File: config.mk
export PLATFORM = sky130hd
export DESIGN_NAME = sd_cmd_responder
export DESIGN_NICKNAME = d
export VERILOG_FILES = /design/src/rtl/sd_pkg.sv /design/src/rtl/sd_crc7.sv /design/src/rtl/sd_cmd_responder.sv
export SDC_FILE = /design/constraint.sdc
export NUM_CORES = 1
export LEC_CHECK = 0
export CAP_MARGIN = 20
export CORE_MARGIN = 8
export CORE_UTILIZATION = 57
export CTS_BUF_LIST = sky130_fd_sc_hd__clkbuf_16
export DETAILED_ROUTE_END_ITERATION = 12
export PLACE_DENSITY = 0.86
export SYNTH_ARGS = -nofsm -noshare
export SYNTH_HDL_FRONTEND = slang
export SYNTH_SLANG_ARGS = --single-unit
export TNS_END_PERCENT = 20
File: constraint.sdc
create_clock -name i_clk -period 3.4 [get_ports i_clk]
set_clock_uncertainty 0.05 [all_clocks]
set_input_delay 0.34 -clock i_clk [delete_from_list [all_inputs] [get_ports i_clk]]
set_output_delay 0.34 -clock i_clk [all_outputs]
set_load 0.05 [all_outputs]
File: src/rtl/sd_pkg.sv
// Shared types and helpers for the SD CMD-line responder.
//   CMD_BITS / R2_BITS : frame lengths in bits, start and end bits included
//   rsp_type_e         : response descriptor type
//   state_e            : CMD engine FSM states
//   crc7_next          : one serial step of CRC7 (x^7 + x^3 + 1)
package sd_pkg;

  localparam int CMD_BITS = 48;
  localparam int R2_BITS  = 136;

  typedef enum logic [1:0] {
    RSP_NONE = 2'd0,
    RSP_R1   = 2'd1,
    RSP_R2   = 2'd2,
    RSP_R3   = 2'd3
  } rsp_type_e;

  typedef enum logic [2:0] {
    S_IDLE, S_RX, S_CHECK, S_PRESENT, S_WAIT_RSP, S_NCR, S_TX, S_NCC
  } state_e;

  function automatic logic [6:0] crc7_next(input logic [6:0] crc, input logic b);
    logic fb;
    fb = b ^ crc[6];
    return {crc[5:0], 1'b0} ^ (fb ? 7'h09 : 7'h00);
  endfunction

endpackage

File: src/rtl/sd_crc7.sv
// Serial CRC7 accumulator, MSB-first input.
//   clk, rst_n : clock, synchronous active-low reset
//   clr        : restart from zero (wins over en)
//   en, din    : fold din into the CRC on this clock
//   crc        : current remainder
module sd_crc7
  import sd_pkg::*;
(
  input  logic       clk,
  input  logic       rst_n,
  input  logic       clr,
  input  logic       en,
  input  logic       din,
  output logic [6:0] crc
);

  always_ff @(posedge clk) begin
    if (!rst_n || clr) crc <= '0;
    else if (en)       crc <= crc7_next(crc, din);
  end

endmodule

File: src/rtl/sd_cmd_responder.sv
// Card-side SD CMD-line engine: receives 48-bit host commands, hands them to
// user logic, then serialises the R1/R2/R3 response user logic supplies.
//   i_clk, i_rst_n          : SD clock, synchronous active-low reset
//   i_sd_cmd                : CMD pad input (idle high)
//   o_sd_cmd, o_sd_cmd_oe   : CMD pad drive value / enable
//   o_cmd_valid, i_cmd_ready, o_cmd_index, o_cmd_arg : decoded command out
//   o_rsp_ready, i_rsp_valid, i_rsp_type, i_rsp_payload : response descriptor in
//   o_crc_err               : one-cycle pulse on a command CRC7 mismatch
//   o_busy                  : engine not idle
// Build option: define SD_CMD_CRC_CHECK_EN to drop commands with a bad CRC7;
// without it CRC is ignored and o_crc_err stays 0.
module sd_cmd_responder
  import sd_pkg::*;
#(
  parameter int NCR     = 2,
  parameter int NCC_MIN = 8
) (
  input  logic         i_clk,
  input  logic         i_rst_n,
  input  logic         i_sd_cmd,
  output logic         o_sd_cmd,
  output logic         o_sd_cmd_oe,
  output logic         o_cmd_valid,
  input  logic         i_cmd_ready,
  output logic [5:0]   o_cmd_index,
  output logic [31:0]  o_cmd_arg,
  output logic         o_rsp_ready,
  input  logic         i_rsp_valid,
  input  logic [1:0]   i_rsp_type,
  input  logic [127:0] i_rsp_payload,
  output logic         o_crc_err,
  output logic         o_busy
);

`ifdef SD_CMD_CRC_CHECK_EN
  localparam bit CRC_CHK = 1'b1;
`else
  localparam bit CRC_CHK = 1'b0;
`endif

  state_e         state, state_nx;
  logic [7:0]     cnt;        // bit / delay counter, sized for 136-bit frames
  logic [46:0]    rx_sh;      // {tx, idx, arg, crc7, end} after RX
  logic [135:0]   tx_sh;      // response frame, left aligned, shifted out MSB first
  rsp_type_e      tx_type;
  logic [7:0]     tx_last;    // index of the end bit of the response
  logic [6:0]     rx_crc, tx_crc, crc_sh;
  logic [7:0]     crc_lo, crc_off;
  logic           rx_crc_clr, rx_crc_en, tx_crc_en, in_crc, crc_bad;

  // Start bit is sampled in IDLE and contributes nothing to a zero-init CRC,
  // so only the 39 bits following it are folded in.
  sd_crc7 u_rx_crc (.clk(i_clk), .rst_n(i_rst_n), .clr(rx_crc_clr), .en(rx_crc_en),
                    .din(i_sd_cmd), .crc(rx_crc));
  sd_crc7 u_tx_crc (.clk(i_clk), .rst_n(i_rst_n), .clr(state == S_WAIT_RSP), .en(tx_crc_en),
                    .din(tx_sh[135]), .crc(tx_crc));

  assign crc_bad     = (rx_crc != rx_sh[7:1]);
  assign crc_lo      = tx_last - 8'd7;
  assign crc_off     = cnt - crc_lo;
  assign crc_sh      = tx_crc << crc_off[2:0];
  assign in_crc      = (tx_type != RSP_R3) && (cnt >= crc_lo) && (cnt < tx_last);
  assign o_cmd_index = rx_sh[45:40];
  assign o_cmd_arg   = rx_sh[39:8];
  assign o_busy      = (state != S_IDLE);

  always_comb begin
    state_nx    = state;
    o_cmd_valid = 1'b0;
    o_rsp_ready = 1'b0;
    o_crc_err   = 1'b0;
    o_sd_cmd_oe = 1'b0;
    o_sd_cmd    = 1'b1;
    rx_crc_clr  = 1'b0;
    rx_crc_en   = 1'b0;
    tx_crc_en   = 1'b0;
    case (state)
      S_IDLE: begin
        rx_crc_clr = 1'b1;
        if (!i_sd_cmd) state_nx = S_RX;
      end
      S_RX: begin
        rx_crc_en = (cnt < 8'(CMD_BITS - 9));
        if (cnt == 8'(CMD_BITS - 2)) state_nx = S_CHECK;
      end
      S_CHECK: begin
        // Framing errors are dropped silently; CRC errors only when checking is built in.
        if (!rx_sh[46] || !rx_sh[0]) state_nx = S_IDLE;
        else if (CRC_CHK && crc_bad) begin
          o_crc_err = 1'b1;
          state_nx  = S_IDLE;
        end else state_nx = S_PRESENT;
      end
      S_PRESENT: begin
        o_cmd_valid = 1'b1;
        if (i_cmd_ready) state_nx = S_WAIT_RSP;
      end
      S_WAIT_RSP: begin
        o_rsp_ready = 1'b1;
        if (i_rsp_valid) state_nx = (rsp_type_e'(i_rsp_type) == RSP_NONE) ? S_NCC : S_NCR;
      end
      S_NCR: if (cnt == 8'(NCR - 1)) state_nx = S_TX;
      S_TX: begin
        o_sd_cmd_oe = 1'b1;
        o_sd_cmd    = in_crc ? crc_sh[6] : tx_sh[135];
        case (tx_type)
          RSP_R1:  tx_crc_en = (cnt < 8'(CMD_BITS - 8));
          RSP_R2:  tx_crc_en = (cnt >= 8'd8) && (cnt < 8'(R2_BITS - 8));
          default: tx_crc_en = 1'b0;
        endcase
        if (cnt == tx_last) state_nx = S_NCC;
      end
      S_NCC: if (cnt == 8'(NCC_MIN - 1)) state_nx = S_IDLE;
      default: state_nx = S_IDLE;
    endcase
  end

  always_ff @(posedge i_clk) begin
    if (!i_rst_n) begin
      state   <= S_IDLE;
      cnt     <= '0;
      rx_sh   <= '0;
      tx_sh   <= '0;
      tx_type <= RSP_NONE;
      tx_last <= '0;
    end else begin
      state <= state_nx;
      // Counter restarts on every state change; terminal counts leave the state, so it never wraps.
      if (state_nx != state) cnt <= '0;
      else if (state inside {S_RX, S_NCR, S_TX, S_NCC}) cnt <= cnt + 8'd1;

      if (state == S_RX) rx_sh <= {rx_sh[45:0], i_sd_cmd};

      if (state == S_WAIT_RSP && i_rsp_valid) begin
        tx_type <= rsp_type_e'(i_rsp_type);
        tx_last <= (rsp_type_e'(i_rsp_type) == RSP_R2) ? 8'(R2_BITS - 1) : 8'(CMD_BITS - 1);
        // CRC field is loaded as all ones; R3 sends it as-is, R1/R2 substitute the live CRC.
        case (rsp_type_e'(i_rsp_type))
          RSP_R2:  tx_sh <= {2'b00, 6'h3F, i_rsp_payload[127:8], 7'h7F, 1'b1};
          RSP_R3:  tx_sh <= {2'b00, 6'h3F, i_rsp_payload[31:0], 7'h7F, 1'b1, 88'd0};
          default: tx_sh <= {2'b00, i_rsp_payload[37:0], 7'h7F, 1'b1, 88'd0};
        endcase
      end else if (state == S_TX) begin
        tx_sh <= {tx_sh[134:0], 1'b0};
      end
    end
  end

endmodule

Word-level counts from Yosys, hierarchy flattened
Cells that the tools add are included.
{ "op_classes": {"n_mux": 22, "bitwise_logic": 3, "n_lt_le_gt_ge": 5, "eq_ne": 17, "shifts": 1, "reduce_logical": 15, "n_addsub": 3} }
{ "op_table": {"columns": ["cell", "count"], "rows": [
  ["136-bit two-way mux", 2],
  ["134-bit case mux with 2 select lines", 1],
  ["3-bit case mux with 8 select lines", 1],
  ["3-bit two-way mux", 7],
  ["3-bit == test (second input constant)", 4],
  ["8-bit by 1-bit adder with 8-bit output (second input constant)", 1],
  ["8-bit by 1-bit == test with 1-bit output (second input constant)", 1],
  ["8-bit by 3-bit == test with 1-bit output (second input constant)", 1],
  ["8-bit by 6-bit == test with 1-bit output (second input constant)", 1],
  ["8-bit == test", 1],
  ["8-bit by 4-bit >= comparator with 1-bit output (second input constant)", 1],
  ["8-bit >= comparator", 1],
  ["8-bit by 6-bit < comparator with 1-bit output (second input constant)", 1],
  ["8-bit < comparator", 1],
  ["8-bit < comparator (second input constant)", 1],
  ["8-bit two-way mux", 1],
  ["8-bit by 3-bit subtractor with 8-bit output (second input constant)", 1],
  ["7-bit by 3-bit left shift with 7-bit output", 1],
  ["7-bit XOR", 1],
  ["2-bit == test (second input constant)", 3],
  ["3-bit by 2-bit == test with 1-bit output (second input constant)", 2],
  ["1-bit two-way mux", 6],
  ["1-bit logical AND", 4],
  ["2-bit two-way mux", 2],
  ["17 further kinds", 20]
]} }
{ "word_totals": {"out_inout_bits": 44, "regBits": 211, "elab_cells": 73, "inputBits": 135} }

Longest topological paths before layout
{ "depth": {"depth_word": 6, "ltp_mapped": 8, "depth_no_buf": 8} }

Hierarchy
From an unflattened synthesis, not the netlist that was laid out.
{ "unflattened": {"cells_unflattened": 1265, "area_unflattened_um2": 9789.4} }
{ "by_module_without_submodules": {"columns": ["module", "area_per_inst_um2", "cells_each", "instances"], "rows": [
  ["sd_cmd_responder", 9491.6, 1237, 1],
  ["sd_crc7", 297.8, 28, 1]
]} }

Worst setup path before layout
Ideal clock, no wire load.
{ "synth_timing": {"path_type": "reg2out", "startpoint": "reg cnt[0]", "endpoint": "out o_sd_cmd", "arrival_ns": 2.460, "path_slack_ns": 0.550, "path_stages_with_launch": 8, "path_buffers": 0, "required_ns": 3.010, "path_cell_list": "dfxtp_1 -> inv_1 -> ha_1 -> nor2b_1 -> o311ai_0 -> a21oi_1 -> o31ai_1 -> mux2i_1"} }
{ "synth_between": {"elab_chain_cells": 5, "word_cells_on_any_way": 8, "cone_classes": "add/sub: 1; order compare: 2; shift: 1; mux: 2; reduce/logical: 2"} }
{ "synth_rtl": {"columns": ["element", "line", "source"], "rows": [
  ["start, declared", "sd_cmd_responder.sv:42", "logic [7:0] cnt;"],
  ["start signal, assigned", "sd_cmd_responder.sv:130", "else if (state inside {S_RX, S_NCR, S_TX, S_NCC}) cnt <= cnt + 8'd1;"],
  ["8-bit >= comparator", "sd_cmd_responder.sv:62", "assign in_crc = (tx_type != RSP_R3) && (cnt >= crc_lo) && (cnt < tx_last);"],
  ["1-bit logical AND (2 in series)", "sd_cmd_responder.sv:62", null],
  ["1-bit two-way mux *", "sd_cmd_responder.sv:105", "o_sd_cmd = in_crc ? crc_sh[6] : tx_sh[135];"],
  ["1-bit two-way mux *", "sd_cmd_responder.sv:77", "case (state)"],
  ["end, declared", "sd_cmd_responder.sv:21", "output logic o_sd_cmd,"]
]} }
Mark *: on every way between the ends. The rest lies on a longest branch, timed or not.

Worst setup path after layout
Same ends and word-level chain as after synthesis.

==> qor.json <==
{
  "status": {
    "status": "complete, no violations"
  },
  "global_route": {
    "grt_util_all_layers_pct": 22.0,
    "grt_pass1_wl_mm": 40.7,
    "grt_pass1_vias": 8397,
    "antenna_found_initial": 0,
    "largest_net_degree_at_the_start_of_global_routing": 99,
    "grt.overflow.total": 0
  },
  "setup_path": {
    "timing.critical_path.depth": 8,
    "path_max_fanout": 5,
    "crit_start": "cnt[0]",
    "critical_path.reg2reg.endpoint": "tx_sh[131]",
    "critical_path_class": "flip-flop to output pin",
    "kind_of_start_point_of_the_critical_path": "flip-flop",
    "worst-r2r-cell-count": 6,
    "critical_path.cell_chain": "inv_1, ha_1, nor2b_1, o311ai_0, a21oi_1, o31ai_1, mux2i_1, buf_4",
    "data_arrival_at_the_endpoint_of_the_critical_path_ps": 2680,
    "crit-reg2reg-launch": "state[0]",
    "setup.worst_path.end_class": "output pin",
    "timing.critical_path.max_delay_family": "compound AO/OA/AOI/OAI gates",
    "flop2flop_setup_slack_ps": 990,
    "worst-endpoint-required_ps": 3010,
    "crit_path_end": "o_sd_cmd",
    "critical-path-slowest-cell": "sky130_fd_sc_hd__dfxtp_1",
    "max_stage_delay_ps": 390,
    "timing.critical_path.buf_inv": 2
  },
  "place": {
    "routabilityCongestion": 0.819,
    "dp_hpwl_mm": 15.8,
    "portbufs": 177
  },
  "floorplanning": {
    "initial_core_util_pct": 57.9,
    "number_of_rows_created_at_floorplan": 47,
    "fp.coreArea_um2": 16500,
    "die-area_um2": 21100,
    "floorplan.io_pins": 179,
    "die_h_um": 145,
    "floorplan.die.width_um": 145
  },
  "yosys": {
    "yosysMostFrequentCell": "sky130_fd_sc_hd__nand2_1",
    "synth-compound-area-share_pct": 25.4,
    "synth_top_area_share_pct": 43.3,
    "synth_top_flop_cell": "sky130_fd_sc_hd__dfxtp_1",
    "yosys.area_share.simple_pct": 17.5,
    "yosysUniqueCellTypes": 47,
    "synth_seq_cells": 206,
    "synth.cells.most_frequent": "295 x sky130_fd_sc_hd__nand2_1, 206 x sky130_fd_sc_hd__dfxtp_1, 165 x sky130_fd_sc_hd__o21ai_0",
    "post_synth_inst_count": 1220,
    "synthMuxAreaShare_pct": 1.83,
    "ys_seq_area_share_pct": 43.3,
    "post_synth_main_area_contributors": "sky130_fd_sc_hd__dfxtp_1 43%, sky130_fd_sc_hd__nand2_1 12%, sky130_fd_sc_hd__o21ai_0 8.7%",
    "yosysWarnings": 0,
    "syn_avg_cell_area_um2": 7.81,
    "largest_family_of_logic_cells_by_synthesized_area": "compound AO/OA/AOI/OAI gates",
    "post_synthesis_instance_area_um2": 9530,
    "synth_enable_flop_cells": 0,
    "yosys.area_share.adder_pct": 2.76,
    "asyncSetResetFlopFracSynth_pct": 0,
    "post-synth-top-area-cell": "sky130_fd_sc_hd__dfxtp_1",
    "postSynthNetCount": 1376,
    "area_share_of_xor_xnor_cells_in_the_synthesized_design_pct": 1.01
  },
  "detailed_routing": {
    "vias": 8733,
    "wirelength_mm": 24.1,
    "drt-met1-wl_mm": 10.3,
    "viasPerCell": 5.72,
    "wl_per_cell_um": 15.8,
    "drt_pass1_iterations": 4,
    "routed.top_layer": "met4",
    "routed-wl-met3_mm": 1.87,
    "remaining_drc_errors": 0,
    "ant_nets": 0,
    "dr_iter_0_viols": 672,
    "routed-wl-met2_mm": 11.2
  },
  "pwr": {
    "power.internal_w": 0.00380,
    "power.share.clock_pct": 43.7,
    "p_sw_share_pct": 21.8,
    "power.leakage_nw": 4.09,
    "cellPowerDensity_nw_per_um2": 416,
    "switching_power_w": 0.00106,
    "vdd_drop_max_mv": 0.376,
    "power_frac_comb_pct": 6.4,
    "power.sequential.fraction_pct": 49.9
  },
  "timing": {
    "rsz0062_at_grt": "false",
    "setup_tns_ps": 0,
    "report.final.setup_viol": 0,
    "finalCriticalPeriod_ps": 3070,
    "final_cycle_utilization_of_the_critical_path_pct": 90.3,
    "worst_hold_slack_ps": 268,
    "relSlewSlack_pct": 32.1,
    "max_freq_mhz": 326,
    "worst_slew_pin_slew_ps": 1020,
    "hold_viol": 0,
    "final-max-slew-violation-count": 0
  },
  "clocking": {
    "worstSkewPairLatency_ps": 490,
    "htreeDepth": 1,
    "clock_slew_seen_by_the_registers_of_the_worst_setup_and_hold_paths_ps": 60,
    "cts_hold_buffers": 0,
    "buffer_cell_driving_the_clock_tree_root": "sky130_fd_sc_hd__clkbuf_16",
    "cts-resized-gates": 0,
    "cts_tree": "yes",
    "numCtsBuffers": 22,
    "cts.repair_timing.setup_buffer_count": 0,
    "numClockSinks": 206,
    "clock_tree.buffer_depth": 3
  },
  "flow_run": {
    "max_cap_violations": 0
  },
  "final_layout": {
    "area_growth_pct": 22.5,
    "final_net_count": 1451,
    "final_layout_size_suffix_gt1_share_pct": 4.51,
    "antennaDiodeCount": 0
  },
  "worst_hold_path": {
    "holdCritPathClass": "input port to flip-flop"
  }
}
placed cells by master, fill, tap and decap left out, types with 23 or more instances in the layout:
master                            count
sky130_fd_sc_hd__nand2_1            294
sky130_fd_sc_hd__dfxtp_1            206
sky130_fd_sc_hd__clkdlybuf4s50_1    174
sky130_fd_sc_hd__o21ai_0            165
sky130_fd_sc_hd__a21oi_1            144
sky130_fd_sc_hd__a211oi_1            41
sky130_fd_sc_hd__nor2b_1             36
sky130_fd_sc_hd__a311oi_1            32
sky130_fd_sc_hd__a31oi_1             24
sky130_fd_sc_hd__clkbuf_16           23
how the worst min path moves through the flow:
stage	start	cells after the start	slack, ps	endpoint
floorplan	tx_sh[133]	2	380	tx_sh[134]
global placement	rx_sh[3]	2	380	rx_sh[4]
detailed placement	rx_sh[6]	2	400	rx_sh[7]
CTS	i_rst_n	3	260	tx_sh[38]
global route	i_rst_n	3	290	tx_sh[69]
finish	i_rst_n	3	270	tx_sh[38]
power by group through the flow:
stage,clock network [W],logic [W],registers (W)
global placement,0,0.000305,0.00248
global route,0.00227,0.000331,0.00242
finish,0.00212,0.000309,0.00242
floorplan,0,0.000119,0.00247
detailed placement,0,0.000306,0.00248
CTS,0.00215,0.000308,0.00242
state kept, by name (all words and copies together) (netlist names):
signal	flops
state	3
tx_type	2
u_tx_crc.crc	7
cnt	8
tx_last	3
tx_sh	136
rx_sh	47
stage by stage:
| step | cell area (µm²) | power (W) | setup slack [ps] | std cells | utilization (%) |
|---|---|---|---|---|---|
| 2_1_floorplan | 9530 | 0.00259 | 550 | 1220 | - |
| 3_3_place_gp | 11000 | 0.00278 | 892 | 1491 | 67.0 |
| 3_5_place_dp | 11000 | 0.00278 | 847 | 1491 | 67.0 |
| 4_1_cts | 11700 | 0.00488 | 315 | 1528 | 70.9 |
| 5_1_grt | 11700 | 0.00502 | 128 | 1528 | 70.9 |
| 6_report | 11700 | 0.00485 | 329 | 1528 | 70.9 |
kinds of logic after synthesis:
logic type      after synthesis
compound gates              418
simple gates                391
flops                       206
fa+ha+maj                    21
other cells                   1
xor+xnor                     11
mux                          16
buf+inv                     156
layer usage:
metal	track usage, %	up-vias
met1	29.1	4064
met5	0	-
met2	34.9	289
li1	-	4326
met3	4.94	54
met4	7.50	0
area by class of cell:
cell class,instances,area [µm²]
fill,1331,4800
timing repair buffer,193,1930
inverter,14,52.6
clock inverter,14,55.1
sequential,206,4120
tap,220,275
multi-input combinational,858,4660
clock buffer,23,576
worst reg2reg max path: stages (launching register included):
cell	delay, ps
sky130_fd_sc_hd__dfxtp_1	680
sky130_fd_sc_hd__nand3b_1	210
sky130_fd_sc_hd__buf_4	270
sky130_fd_sc_hd__inv_2	230
sky130_fd_sc_hd__nor2_1	490
sky130_fd_sc_hd__nand2_1	160
sky130_fd_sc_hd__a31oi_1	230
(Power assumes the default switching activity.)
